[config.mk]
export PLATFORM = sky130hd
export DESIGN_NAME = data_port_arbiter
export DESIGN_NICKNAME = d
export VERILOG_FILES = /design/src/rtl/data_port_arbiter.sv
export SDC_FILE = /design/constraint.sdc
export NUM_CORES = 1
export LEC_CHECK = 0
export CORE_AREA = 5 5 118 120
export DETAILED_ROUTE_END_ITERATION = 8
export DIE_AREA = 0 0 123 125
export PLACE_DENSITY = 0.67
export SYNTH_ARGS = -nofsm -noshare
export SYNTH_HDL_FRONTEND = slang
export SYNTH_SLANG_ARGS = --single-unit
[constraint.sdc]
create_clock -name clk -period 2.6 [get_ports clk]
set_clock_uncertainty 0.1 [all_clocks]
set_input_delay 0.26 -clock clk [delete_from_list [all_inputs] [get_ports clk]]
set_output_delay 0.26 -clock clk [all_outputs]
set_load 0.02 [all_outputs]
[src/rtl/data_port_arbiter.sv]
// Two-requester arbiter for the single-port data SRAM.
// Requester 0 has priority; requester 1 is guaranteed a grant after MAX_WAIT denied cycles.
module data_port_arbiter #(
    parameter int ADDR_WIDTH = 32,
    parameter int DATA_WIDTH = 32,
    parameter int MAX_WAIT   = 4,
    localparam int BE_WIDTH  = DATA_WIDTH / 8
) (
    input  logic                  clk,
    input  logic                  rst,

    input  logic                  m0_req,
    input  logic                  m0_we,
    input  logic [ADDR_WIDTH-1:0] m0_addr,
    input  logic [DATA_WIDTH-1:0] m0_wdata,
    input  logic [BE_WIDTH-1:0]   m0_be,
    output logic                  m0_gnt,
    output logic                  m0_rvalid,
    output logic [DATA_WIDTH-1:0] m0_rdata,

    input  logic                  m1_req,
    input  logic                  m1_we,
    input  logic [ADDR_WIDTH-1:0] m1_addr,
    input  logic [DATA_WIDTH-1:0] m1_wdata,
    input  logic [BE_WIDTH-1:0]   m1_be,
    output logic                  m1_gnt,
    output logic                  m1_rvalid,
    output logic [DATA_WIDTH-1:0] m1_rdata,

    output logic                  sram_enable,
    output logic                  sram_write_enable,
    output logic [ADDR_WIDTH-1:0] sram_address,
    output logic [DATA_WIDTH-1:0] sram_write_data,
    output logic [BE_WIDTH-1:0]   sram_byte_enable,
    input  logic [DATA_WIDTH-1:0] sram_read_data
);

    localparam int CNT_W = $clog2(MAX_WAIT + 1);
    localparam logic [CNT_W-1:0] WAIT_LIMIT = CNT_W'(MAX_WAIT);

    logic [CNT_W-1:0] wait_cnt;
    logic             rd_pending;
    logic             rd_owner;
    logic             m1_prio;
    logic             rd_grant;

    assign m1_prio = (wait_cnt == WAIT_LIMIT);

    always_comb begin
        m0_gnt = 1'b0;
        m1_gnt = 1'b0;
        if (!rst) begin
            if (m1_req && (m1_prio || !m0_req)) begin
                m1_gnt = 1'b1;
            end else if (m0_req) begin
                m0_gnt = 1'b1;
            end
        end
    end

    // Idle SRAM port drives zeros with all byte lanes enabled.
    always_comb begin
        sram_enable       = 1'b0;
        sram_write_enable = 1'b0;
        sram_address      = '0;
        sram_write_data   = '0;
        sram_byte_enable  = '1;
        if (m0_gnt) begin
            sram_enable       = 1'b1;
            sram_write_enable = m0_we;
            sram_address      = m0_addr;
            sram_write_data   = m0_wdata;
            sram_byte_enable  = m0_be;
        end else if (m1_gnt) begin
            sram_enable       = 1'b1;
            sram_write_enable = m1_we;
            sram_address      = m1_addr;
            sram_write_data   = m1_wdata;
            sram_byte_enable  = m1_be;
        end
    end

    assign rd_grant = (m0_gnt & ~m0_we) | (m1_gnt & ~m1_we);

    always_ff @(posedge clk) begin
        if (rst) begin
            wait_cnt   <= '0;
            rd_pending <= 1'b0;
            rd_owner   <= 1'b0;
        end else begin
            rd_pending <= rd_grant;
            if (rd_grant) begin
                rd_owner <= m1_gnt;
            end
            if (!m1_req || m1_gnt) begin
                wait_cnt <= '0;
            end else if (wait_cnt != WAIT_LIMIT) begin
                wait_cnt <= wait_cnt + 1'b1;
            end
        end
    end

    // A response still in flight when reset arrives is dropped.
    assign m0_rvalid = ~rst & rd_pending & ~rd_owner;
    assign m1_rvalid = ~rst & rd_pending & rd_owner;
    assign m0_rdata  = m0_rvalid ? sram_read_data : '0;
    assign m1_rdata  = m1_rvalid ? sram_read_data : '0;

endmodule

**Word-level counts from Yosys, hierarchy flattened**

Index checks and enable logic that the tools add are counted.

- Flip-flop bits (word level): 5
- Output and inout bits: 138
- Word-level logic and storage cells: 39

- $add $sub $neg: 1
- Equality and inequality tests: 2
- Multiplexer cells: 17
- Bitwise gates (word level): 10
- Reduce and logical (&&, ||, !) cells: 6

Operator list:

| operator | number |
|---|---|
| $mux 32 | 6 |
| $mux 1 | 9 |
| $mux 4 | 2 |
| $and 1x1->1 | 5 |
| $not 1->1 | 4 |
| $add 3x1->3 const B | 1 |
| $eq 3x3->1 const B | 1 |
| $ne 3x3->1 const B | 1 |
| $logic_not 1->1 | 2 |
| $logic_or 1x1->1 | 2 |
| $reduce_or 2->1 | 1 |
| $logic_and 1x1->1 | 1 |
| $or 1x1->1 | 1 |

**Logic depth before layout (Yosys ltp)**

Gate-level depths: netlist of the first run.

- Depth after elaboration: 7
- Gate-level depth with buffers: 8
- Depth with buffers taken out: 6

**Worst setup path before layout of the first run**

No wires, ideal clock.

- Kind: flip-flop to output port
- Start point: register wait_cnt[0]
- End point: output port sram_address[12]
- Arrival time: 1,657 ps
- Slack: 583 ps
- Cell stages (with the launch flop): 8
- Path buffers: 1
- Cells stage by stage: dfxtp_1 inv_1 ha_1 nand3_1 nand3_1 inv_2 clkbuf_1 a22o_1

- Elaborated cells between the ends (all ways): 9
- Those cells by class: 1 x eq/ne; 6 x mux; 2 x reduce/logical

RTL lines:

| element | RTL line | source |
|---|---|---|
| from (decl) | 41 | `logic [CNT_W-1:0] wait_cnt;` |
| from (signal assigned) | 98 | `wait_cnt <= wait_cnt + 1'b1;` |
| $eq 3x3->1 | 47 | `assign m1_prio = (wait_cnt == WAIT_LIMIT);` |
| $logic_or 1x1->1 | 53 | `if (m1_req && (m1_prio \|\| !m0_req)) begin` |
| $logic_and 1x1->1 | 53 |  |
| $mux 1 | 53 |  |
| $mux 1 | 52 | `if (!rst) begin` |
| via m0_gnt | 17 | `output logic m0_gnt,` |
| $mux 32 | 68 | `if (m0_gnt) begin` |
| to (decl) | 32 | `output logic [ADDR_WIDTH-1:0] sram_address,` |

The timed path passes the listed nets, and every way through them passes these cells.

**Worst setup path after layout of the first run**

- Start point: input port rst
- End point: output port m0_rdata[13]

- Longest elaborated chain between the ends: 4

Ends and longest elaborated chain:

| element | RTL line | source |
|---|---|---|
| from (decl) | 10 | `input logic rst,` |
| $not 1->1 | 104 | `assign m0_rvalid = ~rst & rd_pending & ~rd_owner;` |
| $and 1x1->1 (2 in series) | 104 |  |
| $mux 32 | 106 | `assign m0_rdata = m0_rvalid ? sram_read_data : '0;` |
| to (decl) | 19 | `output logic [DATA_WIDTH-1:0] m0_rdata,` |

No other way between the ends.

==> results of run 1 <==
==> per-layer routing <==
layer / up-vias / track usage (%) / routed length (µm)
met5: - / 0 / 0
met3: 8 / 5.92 / 1520
li1: 1304 / - / -
met4: 0 / 2.15 / 93
met1: 1209 / 11.9 / 3520
met2: 182 / 24.4 / 5930
==> cell usage in the layout, fill, tap and decap left out, types with 3 or more instances in the layout <==
master / n
buf_4: 7
a22o_1: 65
dlymetal6s2s_1: 54
and2_1: 64
nor2_1: 4
inv_2: 3
clkdlybuf4s50_1: 246
dfxtp_1: 5
clkbuf_16: 4
buf_12: 5
dlygate4sd2_1: 10
o22a_1: 4
and3_1: 3
==> worst max path at each step <==
stage | start | cells past startpoint | slack, ns | endpoint
after floorplan | wait_cnt[0]$_SDFFE_PP0N_ | 7 | 0.58 | sram_address[12]
after global placement | m1_req | 7 | -0.08 | sram_write_data[31]
after detailed placement | m1_req | 7 | -0.09 | sram_address[5]
after CTS | wait_cnt[0]$_SDFFE_PP0N_ | 8 | 0.00004 | sram_address[13]
after global routing | rst | 6 | 0.02 | m0_rdata[4]
final | rst | 6 | 0.12 | m0_rdata[13]
==> state kept, by name, summed over array words and instances (netlist names) <==
name and cells:
rd_owner 1, wait_cnt 3, rd_pending 1
==> cell families after synthesis <==
logic type               Yosys count
AND/OR/NAND/NOR                   79
AO/OA/AOI/OAI                     72
buffers and inverters             25
flip-flops                         5
adder cells (fa/ha/maj)            2
multiplexers                       1
==> power by group through the flow <==
stage	Sequential, mW	Clock, mW	Combinational, mW
finish	0.0813	0.250	0.673
global route	0.0815	0.265	0.711
CTS	0.0813	0.257	0.687
detailed placement	0.0823	0	0.691
global placement	0.0818	0	0.684
floorplan	0.0815	0	0.227
==> worst max-delay path: cells and delay by family <==
kind,cells,cell delay [ns]
buffers and inverters,4,1.49
AND/OR/NAND/NOR,2,0.36
==> repair_timing <==
action / in CTS / in global routing
gates cloned: 0 / 1
endpoints found under the setup margin: 64 / 54
setup buffers: 0 / 0
resized for setup: 11 / 54
==> layout make-up <==
type                            count  area (µm²)  area share (%)
Multi-Input combinational cell    154        1160            23.3
Inverter                            5        18.8           0.377
Clock buffer                        4        78.8            1.58
Sequential cell                     5         100            2.01
Tap cell                          176         220            4.42
Timing Repair Buffer              323        3400            68.3
==> out/qor.yml, run 1 <==
status: "complete, no violations"
remaining_drc_errors: 0
drt_pass1_iterations: 4
pre_cts_ws_ns: -0.0862
setup_viol: 0
ir_drop_mv: 0.123
crit_top_cell: "clkdlybuf4s50_1"
ys.flop_type: "dfxtp_1"
synth-edff-count: 0
synth_area_leader_cell: "a22o_1"
cp.required_ns: 2.24
hold_class: "reg -> reg"
wl_um: 11100
cts_tree: "done"
area_growth_pct: 257
yosys.area_share.simple_pct: 34.9
port_buffers: 311
drv_slew: 0
grt_max_degree: 50
setup_tns_ns: 0
fin_area_um2: 4980
cpMaxStageDelayCell: "clkdlybuf4s50_1"
cts_made_buffers: 3
drtIter0Drc: 52
slew_headroom_pct: 82.5
period_share_pct: 95.5
initial_core_util_pct: 10.8
fillers: 1298
ys_types: 21
drv_cap: 0
place_hpwl_um: 9250
drive_above_1_share_pct: 4.89
mappedNetlistArea_um2: 1400
power.internal_mw: 0.701
clkTransAtPathRegs_ns: 0.03
track_usage_pct: 12.6
synth_area_per_cell_um2: 7.58
antenna_found_initial: 0
yosysSeqAreaShare_pct: 7.17
p_sw_mw: 0.304
cts_buffer_depth: 2
leakagePower_nw: 2.73
holdPathEnd: "wait_cnt[0]$_SDFFE_PP0N_"
synth_top_area_share_pct: 40.8
grt_pass1_vias: 2841
combPwrFrac_pct: 67.0
p_seq_share_pct: 8.1
grt_first_pass_wirelength_um: 15400
tightest_slew_ns: 0.262
start_kind: "input port"
worstSetupEndpointType: "output port"
ys_ff_latch: 5
hold_viol: 0
yosys.area_share.xor_xnor_pct: 0
vias: 2703
r2r_slack_ns: 1.16
pwr-share-clk_pct: 24.9
crit_type: "in -> out"
r2r_end: "rd_owner$_SDFFE_PP0P_"
dp.cells: 662
wl_per_cell_um: 16.6
layout.nets: 668
die-area_um2: 15400
r2r_cells: 6
grt_setup_unrepaired: "false"
synthCells: 184
hold_depth: 2
async_flop_share_pct: 0
overflow: 0
num_rows: 42
clk-insertion-delay-late_ns: 0.22
antenna_cells: 0
globalplace.congestion: 0.857
io_pins: 312
synth-compound-area-share_pct: 45.4
cts_max_level: 1
routed_via_density: 4.05
worst_ep_arrival_time_ns: 2.12
period_minus_slack_ns: 2.48
switching_share_pct: 30.2
whs_ns: 0.455
setup_slack_ns: 0.116
muxShareOfSynthArea_pct: 0.717
synthAdderAreaFrac_pct: 1.79
ant_nets: 0
yosys_warnings: 0
power.density_cell_area_nw_per_um2: 202
yosysMostFrequentCell: "a22o_1"
core_area_um2: 12900
ctsHoldBuffers: 0
die_y_um: 125
cts-root-buf: "clkbuf_16"
cts_sinks: 5
timing.rr.start: "wait_cnt[0]$_SDFFE_PP0N_"
fin_total_pwr_mw: 1.00
crit_path_max_fanout: 33
fmax_mhz: 403
path_cells: "clkdlybuf4s50_1 > buf_4 > nor3b_2 > buf_12 > and2_1 > clkdlybuf4s50_1"
cpPeakStageDelay_ns: 0.61
fin_cells: 667
synthTopCellsByCount: "65 x a22o_1, 64 x and2_1, 8 x clkbuf_1"
postLayoutCoreUtil_pct: 38.7
postSynthNetCount: 360
ys_top_cells_by_area: "a22o_1 41%, and2_1 29%, dfxtp_1 7.2%"
placed_cell_area_um2: 4750
min_from: "wait_cnt[0]$_SDFFE_PP0N_"
synth_top_family_by_area: "compound AO/OA/AOI/OAI gates"
dieWidth_um: 123
(Power assumes the default switching activity.)
==> inputs of run 2 (changes only) <==
- CORE_AREA: 5 5 118 120 -> 2 2 122 124
- DIE_AREA: 0 0 123 125 -> 0 0 124 126
- PLACE_DENSITY: 0.67 -> 0.62
==> out/qor.yml, run 2 (synthesized netlist as in run 1, its figures left out) <==
cp_num_buf_inv: 3  # was 4
cts-root-buf: "clkbuf_16"  # unchanged
area_growth_pct: 248  # was 257%
io_pins: 312  # unchanged
hold_depth: 2  # unchanged
core_area_um2: 14300  # was 12900 µm²
clkTransAtPathRegs_ns: 0.03  # about the same
cts_max_level: 1  # unchanged
vias: 2699  # was 2703
overflow: 0  # unchanged
cts_made_buffers: 3  # unchanged
grt_max_degree: 67  # was 50
top_regs: "wait_cnt: 3 flops, rd_owner: 1 flops, rd_pending: 1 flops"  # unchanged
layout.nets: 670  # was 668
critPathTopFamily: "buffers and inverters"  # unchanged
ctsHoldBuffers: 0  # unchanged
setup_tns_ns: 0  # unchanged
tightest_slew_ns: 0.266  # was 0.262 ns
cts_tree: "done"  # unchanged
cpPeakStageDelay_ns: 0.62  # was 0.61 ns
worstSetupEndpointType: "output port"  # unchanged
drt_pass1_iterations: 4  # unchanged
start_kind: "register"  # was input port
dp.cells: 672  # was 662
pre_cts_ws_ns: -0.0248  # was -0.0862 ns
ir_drop_mv: 0.161  # was 0.123 mV
cts_buffer_depth: 2  # unchanged
clk-insertion-delay-late_ns: 0.22  # about the same
grt_first_pass_wirelength_um: 13700  # was 15400 µm
slew_headroom_pct: 82.2  # was 82.5%
fin_cells: 677  # was 667
globalplace.congestion: 0.778  # was 0.857
remaining_drc_errors: 0  # unchanged
num_rows: 44  # was 42
antenna_found_initial: 0  # unchanged
drive_above_1_share_pct: 4.87  # was 4.89%
min_from: "wait_cnt[0]$_SDFFE_PP0N_"  # unchanged
dieWidth_um: 124  # was 123 µm
path_depth: 7  # was 6
wl_per_cell_um: 15.4  # was 16.6 µm
cts_sinks: 5  # unchanged
wl_um: 10400  # was 11100 µm
largest_reg_flops: 3  # unchanged
whs_ns: 0.472  # was 0.455 ns
path_cells: "inv_1 > ha_1 > a21boi_2 > nand2b_4 > buf_4 > o22a_1 > clkdlybuf4s50_1"  # was clkdlybuf4s50_1 > buf_4 > nor3b_2 > buf_12 > and2_1 > clkdlybuf4s50_1
cpMaxStageDelayCell: "clkdlybuf4s50_1"  # unchanged
worst_ep_arrival_time_ns: 2.10  # was 2.12 ns
fillers: 1476  # was 1298
r2r_slack_ns: 1.18  # was 1.16 ns
fin_area_um2: 4860  # was 4980 µm²
final_cell_mix: "246 x clkdlybuf4s50_1, 65 x a22o_1, 64 x and2_1"  # unchanged
timing.rr.start: "wait_cnt[0]$_SDFFE_PP0N_"  # unchanged
ant_nets: 0  # unchanged
grt_pass1_vias: 2626  # was 2841
layout_commonest_cell: "clkdlybuf4s50_1"  # unchanged
die-area_um2: 15600  # was 15400 µm²
leakagePower_nw: 2.30  # was 2.73 nW
place_hpwl_um: 8450  # was 9250 µm
setup.worst_path.start: "wait_cnt[0]$_SDFFE_PP0N_"  # was rst
hold_viol: 0  # unchanged
port_buffers: 311  # unchanged
status: "complete, no violations"  # unchanged
fmax_mhz: 406  # was 403 MHz
die_y_um: 126  # was 125 µm
crit_type: "reg -> out"  # was in -> out
setup_viol: 0  # unchanged
power.density_cell_area_nw_per_um2: 203  # was 202 nW/µm²
r2r_cells: 6  # unchanged
r2r_end: "rd_owner$_SDFFE_PP0P_"  # unchanged
setup_slack_ns: 0.137  # was 0.116 ns
initial_core_util_pct: 9.75  # was 10.8%
track_usage_pct: 11.0  # was 12.6%
drtIter0Drc: 66  # was 52
top_register: "wait_cnt"  # unchanged
crit_path_max_fanout: 5  # was 33
antenna_cells: 0  # unchanged
hold_class: "reg -> reg"  # unchanged
drv_slew: 0  # unchanged
drv_cap: 0  # unchanged
period_minus_slack_ns: 2.46  # was 2.48 ns
postCtsSetupBuffers: 0  # unchanged
period_share_pct: 94.7  # was 95.5%
cp.required_ns: 2.24  # about the same
routed_via_density: 3.99  # was 4.05
placed_cell_area_um2: 4770  # was 4750 µm²
holdPathEnd: "wait_cnt[0]$_SDFFE_PP0N_"  # unchanged
grt_setup_unrepaired: "false"  # unchanged
run 2: cell type report:
cell class | count | area [µm²] | area share (%)
timing repair buffer | 325 | 3270 | 67.3
multi-input combinational | 154 | 1160 | 23.9
tap | 184 | 230 | 4.74
sequential | 5 | 100 | 2.06
clock buffer | 4 | 78.8 | 1.62
inverter | 5 | 18.8 | 0.386
run 2: how the worst max path moves through the flow:
stage          slack (ns)                   to
3_5_place_dp        -0.02      sram_address[3]
4_1_cts             0.002  sram_write_data[26]
6_report             0.14  sram_byte_enable[3]
3_3_place_gp        0.003     sram_address[31]
5_1_grt             0.004  sram_byte_enable[0]
2_1_floorplan        0.58     sram_address[12]
run 2: metrics by stage:
stage / utilization, % / power [mW]
after floorplan: - / 0.308
after global placement: 33.3 / 0.767
after detailed placement: 33.3 / 0.771
after CTS: 33.5 / 0.997
after global routing: 33.9 / 1.04
final: 33.9 / 0.987
run 2: per-layer routing:
| layer | vias up | track usage, % | routed length [µm] |
|---|---|---|---|
| met1 | 1196 | 11.0 | 3580 |
| li1 | 1305 | - | - |
| met5 | - | 0 | 0 |
| met4 | 0 | 2.45 | 110 |
| met2 | 188 | 22.0 | 5420 |
| met3 | 10 | 3.22 | 1290 |
run 2: report_power, final:
group,internal [mW],switching (mW)
logic,0.401,0.253
clock network,0.203,0.0490
registers,0.0796,0.00156
total,0.684,0.304
run 2: repair_timing:
item | 4_1_cts | 5_1_grt
cloned | 0 | 1
resized for setup | 48 | 17
setup endpoints to repair | 48 | 18
run 2: worst min-delay path, cell delays in order (launching register included):
cell	delay, ns
dfxtp_1	0.30
inv_1	0.07
and3_1	0.16
